## config.mk

```make
export PLATFORM = sky130hd
export DESIGN_NAME = muldiv_sequencer
export DESIGN_NICKNAME = d
export VERILOG_FILES = /design/src/rtl/muldiv_pkg.sv /design/src/rtl/muldiv_step.sv /design/src/rtl/muldiv_sequencer.sv
export SDC_FILE = /design/constraint.sdc
export NUM_CORES = 1
export LEC_CHECK = 0
export CORE_MARGIN = 2
export CORE_UTILIZATION = 35
export CTS_BUF_LIST = sky130_fd_sc_hd__clkbuf_8
export DETAILED_ROUTE_END_ITERATION = 10
export REMOVE_ABC_BUFFERS = 1
export SLEW_MARGIN = 15
export SYNTH_ARGS = -nofsm -noshare
export SYNTH_HDL_FRONTEND = slang
export SYNTH_SLANG_ARGS = --single-unit
```

## constraint.sdc

```tcl
create_clock -name clk -period 7.9 [get_ports clk]
set_clock_uncertainty 0.15 [all_clocks]
set_input_delay 1.58 -clock clk [delete_from_list [all_inputs] [get_ports clk]]
set_output_delay 1.58 -clock clk [all_outputs]
set_load 0.01 [all_outputs]
```

## src/rtl/muldiv_pkg.sv

```systemverilog
// Shared types and constants for the RV32M multiply/divide sequencer.
package muldiv_pkg;

  localparam int XLEN_DEFAULT = 32;

  typedef enum logic [1:0] {
    IDLE  = 2'd0,
    CALC  = 2'd1,
    FIXUP = 2'd2,
    DONE  = 2'd3
  } state_t;

  localparam logic [2:0] OP_MUL    = 3'd0;
  localparam logic [2:0] OP_MULH   = 3'd1;
  localparam logic [2:0] OP_MULHSU = 3'd2;
  localparam logic [2:0] OP_MULHU  = 3'd3;
  localparam logic [2:0] OP_DIV    = 3'd4;
  localparam logic [2:0] OP_DIVU   = 3'd5;
  localparam logic [2:0] OP_REM    = 3'd6;
  localparam logic [2:0] OP_REMU   = 3'd7;

endpackage

```

## src/rtl/muldiv_step.sv

```systemverilog
// One iteration of the shared datapath: shift-add multiply (mode=0) or
// restoring compare-subtract divide (mode=1) on a {hi, lo} accumulator.
module muldiv_step #(
  parameter int XLEN = 32
) (
  input  logic [2*XLEN-1:0] acc,
  input  logic [XLEN-1:0]   operand,
  input  logic              mode,
  output logic [2*XLEN-1:0] acc_next
);

  logic [XLEN:0]   sum_s;
  logic [XLEN:0]   trial_s;
  logic [2*XLEN:0] shl_s;

  // Single step of shift-add or restoring divide
  always_comb begin
    sum_s    = {1'b0, acc[2*XLEN-1:XLEN]} + (acc[0] ? {1'b0, operand} : {(XLEN+1){1'b0}});
    shl_s    = {acc, 1'b0};
    trial_s  = shl_s[2*XLEN:XLEN] - {1'b0, operand};
    acc_next = acc;
    if (mode) begin
      // Top bit of the trial difference is the borrow: set means restore.
      if (!trial_s[XLEN]) begin
        acc_next = {trial_s[XLEN-1:0], acc[XLEN-2:0], 1'b1};
      end else begin
        acc_next = shl_s[2*XLEN-1:0];
      end
    end else begin
      acc_next = {sum_s, acc[XLEN-1:1]};
    end
  end

endmodule

```

## src/rtl/muldiv_sequencer.sv

```systemverilog
// RV32M multiply/divide sequencer: FSM, counter, sign flags and result register.
// Define MULDIV_FAST_MUL_EN to compute MUL* ops in the start cycle with a multiplier.
module muldiv_sequencer
  import muldiv_pkg::*;
#(
  parameter int XLEN = XLEN_DEFAULT
) (
  input  logic            clk,
  input  logic            rst_n,
  input  logic            start,
  input  logic [2:0]      op,
  input  logic [XLEN-1:0] rs1,
  input  logic [XLEN-1:0] rs2,
  input  logic            flush,
  output logic            stall,
  output logic            busy,
  output logic            done,
  output logic [XLEN-1:0] result
);

  localparam int              CNT_W = $clog2(XLEN);
  localparam logic [XLEN-1:0] SMIN  = {1'b1, {(XLEN-1){1'b0}}};

  state_t            state_q, state_d;
  logic [2:0]        op_q, op_d;
  logic [CNT_W-1:0]  cnt_q, cnt_d;
  logic              neg_a_q, neg_a_d, neg_b_q, neg_b_d;
  logic [XLEN-1:0]   operand_q, operand_d, result_q, result_d;
  logic [2*XLEN-1:0] acc_q, acc_d, step_acc_s;
  logic              done_q, done_d, busy_q, busy_d;

  logic              signed_a_s, signed_b_s, neg_a_s, neg_b_s, div_zero_s, div_ovf_s;
  logic [XLEN-1:0]   mag_a_s, mag_b_s;

  function automatic logic [XLEN-1:0] mul_word(input logic [2*XLEN-1:0] prod,
                                               input logic neg, input logic sel_hi);
    logic [2*XLEN-1:0] p;
    p = neg ? (~prod + 1'b1) : prod;
    if (sel_hi) return p[2*XLEN-1:XLEN];
    else return p[XLEN-1:0];
  endfunction

  function automatic logic [XLEN-1:0] div_word(input logic [2*XLEN-1:0] acc,
                                               input logic neg_q, input logic neg_r,
                                               input logic sel_rem);
    logic [XLEN-1:0] q, r;
    q = acc[XLEN-1:0];
    r = acc[2*XLEN-1:XLEN];
    if (sel_rem) return neg_r ? (~r + 1'b1) : r;
    else return neg_q ? (~q + 1'b1) : q;
  endfunction

  muldiv_step #(.XLEN(XLEN)) u_step (
    .acc      (acc_q),
    .operand  (operand_q),
    .mode     (op_q[2]),
    .acc_next (step_acc_s)
  );

  // Operand sign decode and magnitudes from the request inputs
  always_comb begin
    signed_a_s = (op == OP_MULH) || (op == OP_MULHSU) || (op == OP_DIV) || (op == OP_REM);
    signed_b_s = (op == OP_MULH) || (op == OP_DIV) || (op == OP_REM);
    neg_a_s    = signed_a_s & rs1[XLEN-1];
    neg_b_s    = signed_b_s & rs2[XLEN-1];
    mag_a_s    = neg_a_s ? (~rs1 + 1'b1) : rs1;
    mag_b_s    = neg_b_s ? (~rs2 + 1'b1) : rs2;
    div_zero_s = op[2] && (rs2 == {XLEN{1'b0}});
    div_ovf_s  = op[2] && signed_b_s && (rs1 == SMIN) && (rs2 == {XLEN{1'b1}});
  end

`ifdef MULDIV_FAST_MUL_EN
  logic [2*XLEN-1:0] fast_prod_s;
  assign fast_prod_s = {{XLEN{1'b0}}, mag_a_s} * {{XLEN{1'b0}}, mag_b_s};
`endif

  // Next-state, datapath and result selection
  always_comb begin
    state_d   = state_q;
    op_d      = op_q;
    cnt_d     = cnt_q;
    neg_a_d   = neg_a_q;
    neg_b_d   = neg_b_q;
    operand_d = operand_q;
    acc_d     = acc_q;
    result_d  = result_q;
    case (state_q)
      IDLE: begin
        if (start) begin
          op_d      = op;
          neg_a_d   = neg_a_s;
          neg_b_d   = neg_b_s;
          operand_d = mag_b_s;
          acc_d     = {{XLEN{1'b0}}, mag_a_s};
          cnt_d     = CNT_W'(XLEN - 1);
          if (div_zero_s) begin
            result_d = op[1] ? rs1 : {XLEN{1'b1}};
            state_d  = DONE;
          end else if (div_ovf_s) begin
            result_d = op[1] ? {XLEN{1'b0}} : SMIN;
            state_d  = DONE;
`ifdef MULDIV_FAST_MUL_EN
          end else if (!op[2]) begin
            result_d = mul_word(fast_prod_s, neg_a_s ^ neg_b_s, op != OP_MUL);
            state_d  = DONE;
`endif
          end else begin
            state_d = CALC;
          end
        end else begin
          state_d = IDLE;
        end
      end
      CALC: begin
        acc_d = step_acc_s;
        if (cnt_q == {CNT_W{1'b0}}) begin
          state_d = FIXUP;
        end else begin
          cnt_d = cnt_q - 1'b1;
        end
      end
      FIXUP: begin
        if (op_q[2]) begin
          result_d = div_word(acc_q, neg_a_q ^ neg_b_q, neg_a_q, op_q[1]);
        end else begin
          result_d = mul_word(acc_q, neg_a_q ^ neg_b_q, op_q != OP_MUL);
        end
        state_d = DONE;
      end
      DONE:    state_d = IDLE;
      default: state_d = IDLE;
    endcase
    // Redirect abandons the op without touching the visible result.
    if (flush) begin
      state_d  = IDLE;
      result_d = result_q;
    end else begin
      state_d = state_d;
    end
    done_d = (state_d == DONE);
    busy_d = (state_d != IDLE);
  end

  // State, datapath and output registers
  always_ff @(posedge clk or negedge rst_n) begin
    if (!rst_n) begin
      state_q   <= IDLE;
      op_q      <= 3'd0;
      cnt_q     <= {CNT_W{1'b0}};
      neg_a_q   <= 1'b0;
      neg_b_q   <= 1'b0;
      operand_q <= {XLEN{1'b0}};
      acc_q     <= {(2*XLEN){1'b0}};
      result_q  <= {XLEN{1'b0}};
      done_q    <= 1'b0;
      busy_q    <= 1'b0;
    end else begin
      state_q   <= state_d;
      op_q      <= op_d;
      cnt_q     <= cnt_d;
      neg_a_q   <= neg_a_d;
      neg_b_q   <= neg_b_d;
      operand_q <= operand_d;
      acc_q     <= acc_d;
      result_q  <= result_d;
      done_q    <= done_d;
      busy_q    <= busy_d;
    end
  end

  assign stall  = ((state_q == IDLE) & start) | (state_q == CALC) | (state_q == FIXUP);
  assign busy   = busy_q;
  assign done   = done_q;
  assign result = result_q;

endmodule

```

==> flow_metrics.env <==
export IMPL_status="finished clean"
export IMPL_max_stage_delay_ns=0.73
export IMPL_critPathBufInv=3
export IMPL_min_period_ns=6.19
export IMPL_tightest_slew_ns=1.13
export IMPL_wl_met2_um=23000
export IMPL_drv_cap=0
export IMPL_cp_data_arrival_time_ns=6.40
export IMPL_rsz0062_at_grt="no"
export IMPL_diodes=0
export IMPL_seqPwrFrac=0.244
export IMPL_crit_top_cell="nor4_1"
export IMPL_tns_ns=0
export IMPL_postCtsSetupBuffers=0
export IMPL_ys_seq_area_frac=0.243
export IMPL_routed_top_layer="met4"
export IMPL_synth_cell_type_count=73
export IMPL_final_common_cell="nand2_1"
export IMPL_critPathKind="in -> reg"
export IMPL_grt_pass1_vias=14000
export IMPL_dr_pass1_iters=5
export IMPL_core_area_um2=41000
export IMPL_r2r_cells=12
export IMPL_yosys_warnings=0
export IMPL_place_congestion=0.922
export IMPL_instances_no_fill=2497
export IMPL_overflow=0
export IMPL_grt_start_max_net_pins=78
export IMPL_wl_per_cell_um=20.2
export IMPL_start_util=0.356
export IMPL_synth_main_ff_cell="dfrtp_1"
export IMPL_min_from="operand_q[15]"
export IMPL_p_per_area_nw_per_um2=337
export IMPL_finalWirelength_um=50400
export IMPL_setup_ws_ns=1.71
export IMPL_cts_hold_buf=0
export IMPL_syn_area_um2=14600
export IMPL_dr_total_vias=14500
export IMPL_cts_root_buf="clkbuf_8"
export IMPL_syn_to_final_growth_pct=12.9
export IMPL_final_hold_violation_count=0
export IMPL_layout_common_cells="209 x nand2_1, 180 x a21oi_1, 175 x nor2_1"
export IMPL_ys_ff_latch=142
export IMPL_htreeDepth=4
export IMPL_drive_above_1_share=0.0545
export IMPL_combPwrFrac=0.631
export IMPL_p_int_uw=2680
export IMPL_clockBufferDepth=2
export IMPL_drt_iter0_drc=1199
export IMPL_clock_power_share=0.126
export IMPL_switchingPower_uw=2880
export IMPL_async_reset_ff_frac=1.00
export IMPL_cts_sinks=142
export IMPL_min_delay_path_class="reg -> reg"
export IMPL_worst_path_max_delay_cell="nor4_1"
export IMPL_leakage_uw=0.00660
export IMPL_hold_end="operand_q[15]"
export IMPL_required_ns=8.11
export IMPL_numCtsBuffers=17
export IMPL_rows=74
export IMPL_grtUsageTotal=0.231
export IMPL_final_core_util=0.402
export IMPL_fmax_mhz=162
export IMPL_switching_share=0.518
export IMPL_dpl_hpwl_um=38300
export IMPL_cts_repair_resized=0
export IMPL_place_inst=2465
export IMPL_crit_path_end_kind="flip-flop"
export IMPL_path_delay_family="simple AND/OR/NAND/NOR gates"
export IMPL_tritoncts="yes"
export IMPL_vdd_ir_drop_max_v=0.000141
export IMPL_met3_length_um=2970
export IMPL_die_w_um=208
export IMPL_min_delay_path_depth=2
export IMPL_met1_length_um=22800
export IMPL_syn_area_per_cell_um2=7.56
export IMPL_dp_slack_ns=1.21
export IMPL_drv_slew=0
export IMPL_relSlewSlack=0.241
export IMPL_clkSlewWorstSetupHoldPaths_ns=0.09
export IMPL_grt_pass1_wl_um=79400
export IMPL_fin_crit_sh=0.783
export IMPL_final_nets=2096
export IMPL_drc_errors=0
export IMPL_synth_edff_count=0
export IMPL_antenna_left=0
export IMPL_worstSkewPairLatency_ns=0.52
export IMPL_worstPathMaxFanout=52
export IMPL_antenna_found_initial=1
export IMPL_report_final_setup_viol=0
export IMPL_ios=106
export IMPL_port_buffers=105
export IMPL_reg2reg_to="acc_q[63]"
export IMPL_r2r_setup_slack_ns=3.38
export IMPL_die_height_um=208
export IMPL_via_per_inst=5.81
export IMPL_worstReg2RegStart="acc_q[0]"
export IMPL_synthCells=1932
export IMPL_cp_start_kind="input pin"
export IMPL_dieArea_um2=43400
export IMPL_crit_chain="clkdlybuf4s50_1, inv_1, ha_1, or3b_2, nor4_1, nand4bb_1, nor4_1, nand4_1, and3_1, or3_2, buf_4, a211oi_1, a221oi_1"
[worst max-delay path by stage]
stage	start	end	slack, ns	depth (start not counted)
after CTS	rs1[0]	result[18]	1.75	13
after floorplan	acc_q[31]	acc_q[55]	1.71	11
after global routing	rs1[0]	result[18]	1.46	13
final	rs1[0]	result[18]	1.71	13
after global placement	rs1[0]	result[18]	1.39	13
after detailed placement	rs1[0]	result[18]	1.21	13
[layout make-up]
type                    count  area (um^2)
flip-flops and latches    142         3550
fillers                  4327        24500
clock inverters            15          221
clock buffers              17          234
well taps                 532          666
repair buffers            129         1230
multi-input cells        1599        10400
inverters                  63          236
[worst min-delay path: cells and delay by family, from the launching register on]
kind               cells  cell delay [ns]
DFF                    1             0.34
AOI/OAI and AO/OA      1             0.06
and+or+nand+nor        1             0.05
[synthesized netlist by cell type, types with 6 or more instances]
library cell / number / share of area
nor4_1: 23 / 0.0099
mux2i_1: 62 / 0.042
o31ai_1: 31 / 0.016
nand3_1: 31 / 0.011
a211oi_1: 44 / 0.023
nor3_1: 40 / 0.014
xnor2_1: 87 / 0.052
nand2_1: 210 / 0.054
buf_1: 10 / 0.0026
xor2_1: 95 / 0.057
o221ai_1: 17 / 0.010
dfrtp_1: 142 / 0.24
nand4_1: 18 / 0.0077
a21o_1: 23 / 0.012
clkbuf_1: 107 / 0.027
nand3b_1: 7 / 0.0036
nor2_1: 177 / 0.045
ha_1: 71 / 0.061
and3_1: 6 / 0.0026
o22ai_1: 14 / 0.0060
o31ai_2: 20 / 0.017
o21bai_1: 6 / 0.0031
a22oi_1: 17 / 0.0087
a21oi_1: 180 / 0.062
o41ai_1: 19 / 0.011
or2_2: 12 / 0.0051
buf_2: 6 / 0.0021
o211ai_1: 16 / 0.0082
o21ai_0: 161 / 0.055
or4_1: 15 / 0.0077
or3_1: 20 / 0.0086
a31oi_1: 20 / 0.0086
and2_1: 12 / 0.0051
nor2b_1: 14 / 0.0060
inv_1: 63 / 0.016
o21a_1: 8 / 0.0041
nand2b_1: 45 / 0.019
a221oi_1: 10 / 0.0060
[registers in the layout, summed over array words and instances (netlist names)]
register   cells
result        32
op_q           3
operand_q     32
neg_b_q        1
busy           1
done           1
cnt_q          5
acc_q         64
state_q        2
neg_a_q        1
[metal layers]
metal,GRT usage,vias to the layer above
met5,0,-
met4,0.0863,0
met3,0.0382,94
met2,0.374,497
met1,0.310,6867
li1,-,7062
[stage by stage]
stage	cell area, um^2	hold WS (ns)	total power [uW]
6_report	16500	0.330	5570
3_3_place_gp	16000	0.311	4800
4_1_cts	16500	0.338	5520
3_5_place_dp	16000	0.320	4810
5_1_grt	16500	0.356	6020
2_1_floorplan	14100	0.300	3780
[kinds of logic after synthesis]
family	count (synthesis)	synth area share
AOI/OAI and AO/OA	627	0.274
xor gates and xnor gates	182	0.109
adders and majority gates	73	0.0636
buffers and inverters	191	0.0517
DFF	142	0.243
muxes	65	0.0448
and+or+nand+nor	652	0.213
[power by group through the flow]
stage | sequential (uW) | clock, uW | combinational (uW)
after floorplan | 1210 | 0 | 2570
after global placement | 1350 | 0 | 3440
after detailed placement | 1360 | 0 | 3450
after CTS | 1350 | 708 | 3470
after global routing | 1390 | 739 | 3890
final | 1360 | 698 | 3510
Power figures use the tool's default switching activity.
